File: config.mk
export PLATFORM = sky130hd
export DESIGN_NAME = parallel_to_serial
export DESIGN_NICKNAME = d
export VERILOG_FILES = /design/src/rtl/p2s_pkg.sv /design/src/rtl/p2s_hold_buf.sv /design/src/rtl/parallel_to_serial.sv
export SDC_FILE = /design/constraint.sdc
export NUM_CORES = 1
export LEC_CHECK = 0
export ABC_AREA = 1
export BUFFER_PORTS_ARGS = -buffer_cell sky130_fd_sc_hd__clkbuf_2
export CAP_MARGIN = 10
export CELL_PAD_IN_SITES_DETAIL_PLACEMENT = 0
export CELL_PAD_IN_SITES_GLOBAL_PLACEMENT = 1
export CORE_MARGIN = 2
export CORE_UTILIZATION = 36
export CTS_CLUSTER_SIZE = 40
export DETAILED_ROUTE_END_ITERATION = 8
export GPL_TIMING_DRIVEN = 1
export PLACE_DENSITY_LB_ADDON = 0.12
export SYNTH_ARGS = -nofsm -noshare
export SYNTH_HDL_FRONTEND = slang
export SYNTH_SLANG_ARGS = --single-unit
File: constraint.sdc
create_clock -name clk -period 1.3 [get_ports clk]
set_input_delay 0.26 -clock clk [delete_from_list [all_inputs] [get_ports clk]]
set_output_delay 0.26 -clock clk [all_outputs]
set_load 0.01 [all_outputs]
File: src/rtl/p2s_pkg.sv
// Shared definitions for the parallel-to-serial transmitter.
package p2s_pkg;

    typedef enum logic {
        IDLE  = 1'b0,
        SHIFT = 1'b1
    } p2s_state_t;

    localparam int unsigned P2S_DEFAULT_WIDTH = 8;

endpackage

File: src/rtl/p2s_hold_buf.sv
// One-entry holding register with full flag; a read empties it.
module p2s_hold_buf #(
    parameter int unsigned WIDTH = 8
) (
    input  logic             i_clk,
    input  logic             i_rst_n,
    input  logic             i_wr,
    input  logic [WIDTH-1:0] i_wdata,
    input  logic             i_rd,
    output logic             o_full,
    output logic [WIDTH-1:0] o_data
);

    logic             r_full;
    logic [WIDTH-1:0] r_data;

    always_ff @(posedge i_clk or negedge i_rst_n) begin
        if (!i_rst_n) begin
            r_full <= 1'b0;
            r_data <= '0;
        end else if (i_wr) begin
            r_full <= 1'b1;
            r_data <= i_wdata;
        end else if (i_rd) begin
            r_full <= 1'b0;
            r_data <= '0;
        end
    end

    assign o_full = r_full;
    assign o_data = r_data;

endmodule

File: src/rtl/parallel_to_serial.sv
// Parallel-to-serial transmitter: shifter, bit counter and IDLE/SHIFT FSM,
// with a one-word holding buffer so back-to-back frames run gap-free.
module parallel_to_serial
    import p2s_pkg::*;
#(
    parameter int unsigned WIDTH     = P2S_DEFAULT_WIDTH,
    parameter bit          MSB_FIRST = 1'b1
) (
    input  logic             clk,
    input  logic             reset,
    input  logic [WIDTH-1:0] load_data,
    input  logic             load_valid,
    output logic             load_ready,
    input  logic             pause,
    output logic             serial_out,
    output logic             serial_en,
    output logic             done,
    output logic             busy
);

    localparam int unsigned    CW       = $clog2(WIDTH);
    localparam logic [CW-1:0]  LAST_CNT = CW'(WIDTH - 1);

    p2s_state_t       r_state;
    p2s_state_t       w_next;
    logic [WIDTH-1:0] r_shift;
    logic [CW-1:0]    r_cnt;

    logic             w_buf_full;
    logic [WIDTH-1:0] w_buf_data;
    logic             w_accept;
    logic             w_last;
    logic             w_buf_wr;
    logic             w_buf_rd;
    logic             w_load_direct;
    logic             w_load_buf;
    logic             w_shift_en;

    assign load_ready = ~w_buf_full;
    assign w_accept   = load_valid & ~w_buf_full;

    p2s_hold_buf #(.WIDTH(WIDTH)) u_hold_buf (
        .i_clk   (clk),
        .i_rst_n (reset),
        .i_wr    (w_buf_wr),
        .i_wdata (load_data),
        .i_rd    (w_buf_rd),
        .o_full  (w_buf_full),
        .o_data  (w_buf_data)
    );

    always_ff @(posedge clk or negedge reset) begin
        if (!reset) r_state <= IDLE;
        else        r_state <= w_next;
    end

    always_comb begin
        w_next        = r_state;
        w_last        = 1'b0;
        w_buf_wr      = 1'b0;
        w_buf_rd      = 1'b0;
        w_load_direct = 1'b0;
        w_load_buf    = 1'b0;
        w_shift_en    = 1'b0;
        serial_en     = 1'b0;
        serial_out    = 1'b0;
        done          = 1'b0;
        busy          = 1'b0;
        case (r_state)
            IDLE: begin
                if (w_accept) begin
                    w_load_direct = 1'b1;
                    w_next        = SHIFT;
                end
            end
            SHIFT: begin
                busy       = 1'b1;
                serial_out = MSB_FIRST ? r_shift[WIDTH-1] : r_shift[0];
                if (!pause) begin
                    serial_en = 1'b1;
                    w_last    = (r_cnt == LAST_CNT);
                    done      = w_last;
                end
                // Retiring edge: refill from buffer, else take a new word, else stop
                if (w_last) begin
                    if (w_buf_full) begin
                        w_load_buf = 1'b1;
                        w_buf_rd   = 1'b1;
                    end else if (w_accept) begin
                        w_load_direct = 1'b1;
                    end else begin
                        w_next = IDLE;
                    end
                end else begin
                    w_shift_en = ~pause;
                    w_buf_wr   = w_accept;
                end
            end
            default: w_next = IDLE;
        endcase
    end

    always_ff @(posedge clk or negedge reset) begin
        if (!reset) begin
            r_shift <= '0;
            r_cnt   <= '0;
        end else if (w_load_direct) begin
            r_shift <= load_data;
            r_cnt   <= '0;
        end else if (w_load_buf) begin
            r_shift <= w_buf_data;
            r_cnt   <= '0;
        end else if (w_shift_en) begin
            r_shift <= MSB_FIRST ? {r_shift[WIDTH-2:0], 1'b0} : {1'b0, r_shift[WIDTH-1:1]};
            r_cnt   <= r_cnt + CW'(1);
        end
    end

endmodule
* Word level (Yosys, flattened, before mapping)
Cells that the tools add are included.
Word-level totals: register bits 21, bits of input ports 12
Operators by class: multiplexer cells 31, add/sub/neg operators 1, reductions and logical operators 2, equality and inequality tests 1, bitwise gates (word level) 4
Operators by type and width (number):
- $mux 8 | 5
- $mux 1 | 21
- $mux 3 | 3
- $pmux 1 s2 | 2
- $add 3x1->3 const B | 1
- $eq 3x3->1 const B | 1
- $not 1->1 | 3
- $reduce_bool 3->1 | 1
- $reduce_bool 2->1 | 1
- $and 1x1->1 | 1

* Longest topological paths before layout
depth in word-level cells 8, mapped depth 10, depth with buffers taken out 9

* By module
A second synthesis with hierarchy kept.
Unflattened totals: cells, all modules 146, area, all modules 1108.6 um2
Modules (own cells, without submodules):
- parallel_to_serial | area an instance 748.2 um2, instances 1, cells each 108
- p2s_hold_buf | area an instance 360.3 um2, instances 1, cells each 38

* Least setup slack after synthesis
OpenSTA, ideal clock, no wires.
path kind flip-flop to flip-flop, start register r_cnt[0], end register r_cnt[1], buffers on the path 1, period minus slack after synthesis 1.400 ns, cell stages (with the launch flop) 11, data required time 1.184 ns, arrival time 1.283 ns, slack -0.100 ns, cell sequence dfrtp_1 -> ha_1 -> ha_1 -> inv_1 -> nor2_4 -> nand2_1 -> buf_6 -> nand2_1 -> inv_2 -> nand2_1 -> nand2_1
Between the ends: longest elaborated chain between the ends 7
RTL lines:
- start, declared | line parallel_to_serial.sv:27 | logic [CW-1:0] r_cnt;
- start signal, assigned | line parallel_to_serial.sv:115 | r_cnt <= r_cnt + CW'(1);
- $eq 3x3->1 | line parallel_to_serial.sv:81 | w_last = (r_cnt == LAST_CNT);
- $mux 1 | line parallel_to_serial.sv:79 | if (!pause) begin
- $mux 1 | line parallel_to_serial.sv:69 | case (r_state)
- $mux 1 | line parallel_to_serial.sv:85 | if (w_last) begin
- $mux 1 | line parallel_to_serial.sv:69
- $mux 3 | line parallel_to_serial.sv:110 | end else if (w_load_buf) begin
- $mux 3 | line parallel_to_serial.sv:107 | end else if (w_load_direct) begin
Parallel ways exist; a longest one is shown, timed or not. The select of a mux whose other input is x is not followed. A chain may end at the register's enable or synchronous reset.

* Final worst setup path
start register r_cnt[0], end output port done
Between the ends: longest elaborated chain between the ends 3
RTL lines:
- $eq 3x3->1 | line parallel_to_serial.sv:81
- $mux 1 | line parallel_to_serial.sv:79
- $mux 1 | line parallel_to_serial.sv:69
- end, declared | line parallel_to_serial.sv:17 | output logic done,
No other way between the ends.

==> reports/metrics.yaml <==
status: "finished, violations left"
failed_checks: "setup timing"
timing.rr.start: "r_cnt[0]$_DFFE_PN0P_"
root_buffer: "clkbuf_4"
worstHoldPathCells: 3
final_util: 0.590
io_buffers: 16
finalSetupViolations: 23
fp.dieW_um: 58.8
synthArstFlopShare: 1.00
track_usage: 0.187
cp_data_arrival_time_ns: 1.32
cp-end-kind: "primary output"
start_kind: "flop"
p_total_w: 0.00250
die_y_um: 58.8
cp_max_fo: 3
ys_ff_latch: 21
avgViaCountPerCell: 4.93
min_period_ns: 1.58
startpoint: "r_cnt[0]$_DFFE_PN0P_"
synth_cell_types: 13
drtAntennaViolNets: 0
grt_max_degree: 22
slowest_stage: "dfrtp_1"
finClkSkew_ns: 0.0134
synth_top_flop_cell: "dfrtp_1"
netlist_instances: 142
drt_pre_antenna_iters: 4
cts_tree: "built"
slew_violations: 0
coreArea_mm2: 0.00281
critPathCapture: "done"
tightest_slew_ns: 0.535
max_stage_delay_ns: 0.42
r2r_end: "r_shift[1]$_DFFE_PN0P_"
yosysSeqAreaShare: 0.486
drc: 0
synth_area_per_cell_um2: 7.61
drt_iter0_markers: 33
pin_count: 17
wl_per_cell_um: 13.9
synth_common_cells: "41 x nand2_1, 36 x nand3_1, 21 x dfrtp_1"
yosysWarnings: 0
routed-via-count: 1045
cts_max_level: 1
dp_hpwl_mm: 1.92
antenna_found_initial: 0
finalCritPeriodShare: 1.21
drive_gt1_frac: 0.464
gp_congestion: 0.766
synth_edf_count: 0
antenna_cells: 0
relSlewSlack: 0.642
clk_pin_slew_ns: 0.13
start_util: 0.385
syn_nets: 156
finalWirelength_mm: 2.95
hold_viol: 0
hold_class: "input pin to flop"
required_ns: 1.04
clock-sinks: 21
overflow: 0
maxCapViolCount: 0
grt_pass1_vias: 1006
fillers: 255
worst-r2r-setup-slack_ns: -0.23
cts_max_path_buffers: 2
synth_top_cell_area_share: 0.486
max_freq_ghz: 0.634
path_class: "flop to primary output"
crit_chain: "ha_2 -> ha_4 -> inv_4 -> nor2_4 -> buf_6"
num_rows: 19
rsz0062_at_grt: "yes"
clock_latency_ns: 0.32
p_per_area_mw_per_mm2: 1510
cts_buffers: 3
peakVddDrop_v: 0.000788
grt_pass1_wl_mm: 4.75
synth_most_common_cell: "nand2_1"
dieArea_mm2: 0.00346
area_delta_synth_final_pct: 53.0
setup_slack_ns: -0.278
ys_top_cells_by_area: "dfrtp_1 49%, nand3_1 17%, nand2_1 14%"
mappedNetlistArea_mm2: 0.00108
synth_area_leader_cell: "dfrtp_1"
leakagePower_nw: 0.876
rr_worst_depth: 9
design.final.nets: 196
==> layout make-up <==
| cell class | count | area, um2 | area share |
|---|---|---|---|
| multi-input cells | 92 | 619 | 0.374 |
| flip-flops and latches | 21 | 527 | 0.318 |
| repair buffers | 38 | 329 | 0.199 |
| inverters | 26 | 110 | 0.0666 |
| well taps | 31 | 38.8 | 0.0234 |
| clock buffers | 3 | 22.5 | 0.0136 |
| clock inverters | 1 | 7.51 | 0.00454 |
==> flip-flops by register name, indices dropped and copies added (netlist names) <==
register,count
u_hold_buf.o_full,1
r_shift,8
r_cnt,3
r_state,1
u_hold_buf.o_data,8
==> critical path: cells and delay by family, from the launching register on <==
kind	cells	cell delay, ns
fa+ha+maj	2	0.36
buf+inv	2	0.18
flops	1	0.42
simple gates	1	0.04
==> where the power goes <==
group | internal [W] | switching, W | total [W] | leakage [nW]
sequential | 0.000900 | 0.000126 | 0.00103 | 0.265
combinational | 0.000502 | 0.000639 | 0.00114 | 0.597
clock | 0.000118 | 0.000215 | 0.000333 | 0.0139
==> kinds of logic after synthesis <==
| family | count (synthesis) | share of synthesized area |
|---|---|---|
| flops | 21 | 0.486 |
| buf+inv | 29 | 0.112 |
| simple gates | 81 | 0.337 |
| fa+ha+maj | 2 | 0.0231 |
| compound gates | 9 | 0.0417 |
==> layout by cell type, fill, tap and decap left out, types with 5 or more instances in the layout <==
cell type	netlist	routed
buf_6	1	13
inv_2	6	5
clkbuf_2	0	13
nand2_1	41	31
nand3_2	0	14
dfrtp_1	21	20
inv_1	20	17
nand3_1	36	21
o21ai_1	3	5
buf_4	1	9
nand2_4	0	6
==> how the worst min path moves through the flow <==
stage	start	to	slack [ns]
global placement	reset	u_hold_buf.o_data[7]$_DFFE_PN0P_	0.27
floorplan	reset	r_cnt[0]$_DFFE_PN0P_	-0.04
CTS	load_data[4]	u_hold_buf.o_data[4]$_DFFE_PN0P_	0.16
finish	load_data[4]	u_hold_buf.o_data[4]$_DFFE_PN0P_	0.15
detailed placement	reset	u_hold_buf.o_data[6]$_DFFE_PN0P_	0.26
global route	load_data[6]	r_shift[6]$_DFFE_PN0P_	0.17
==> metrics by stage <==
step,setup WS (ns),instance area [um2],hold WS [ns],instances,TNS (ns)
finish,-0.278,1650,0.150,212,-4.06
global route,-0.331,1650,0.171,212,-5.48
CTS,-0.298,1540,0.156,210,-4.00
detailed placement,-0.189,1310,0.261,198,-3.03
global placement,-0.171,1310,0.272,198,-2.22
floorplan,-0.0552,1100,-0.0356,142,-0.126
==> metal layers <==
| layer | up-vias | GRT usage | wire length, um |
|---|---|---|---|
| met5 | - | 0 | 0 |
| met4 | 0 | 0.0584 | 21 |
| met3 | 2 | 0.0330 | 114 |
| met2 | 23 | 0.306 | 1510 |
| met1 | 496 | 0.252 | 1310 |
| li1 | 524 | - | - |
==> timing repair <==
action                     CTS  global route
hold endpoints to repair    21             0
setup endpoints to repair   21            25
pin swaps                    5             8
buffers inserted             6             2
resized for setup           41            26
cloned                       1             0
hold buffers                 1             0
Power figures use the tool's default switching activity.
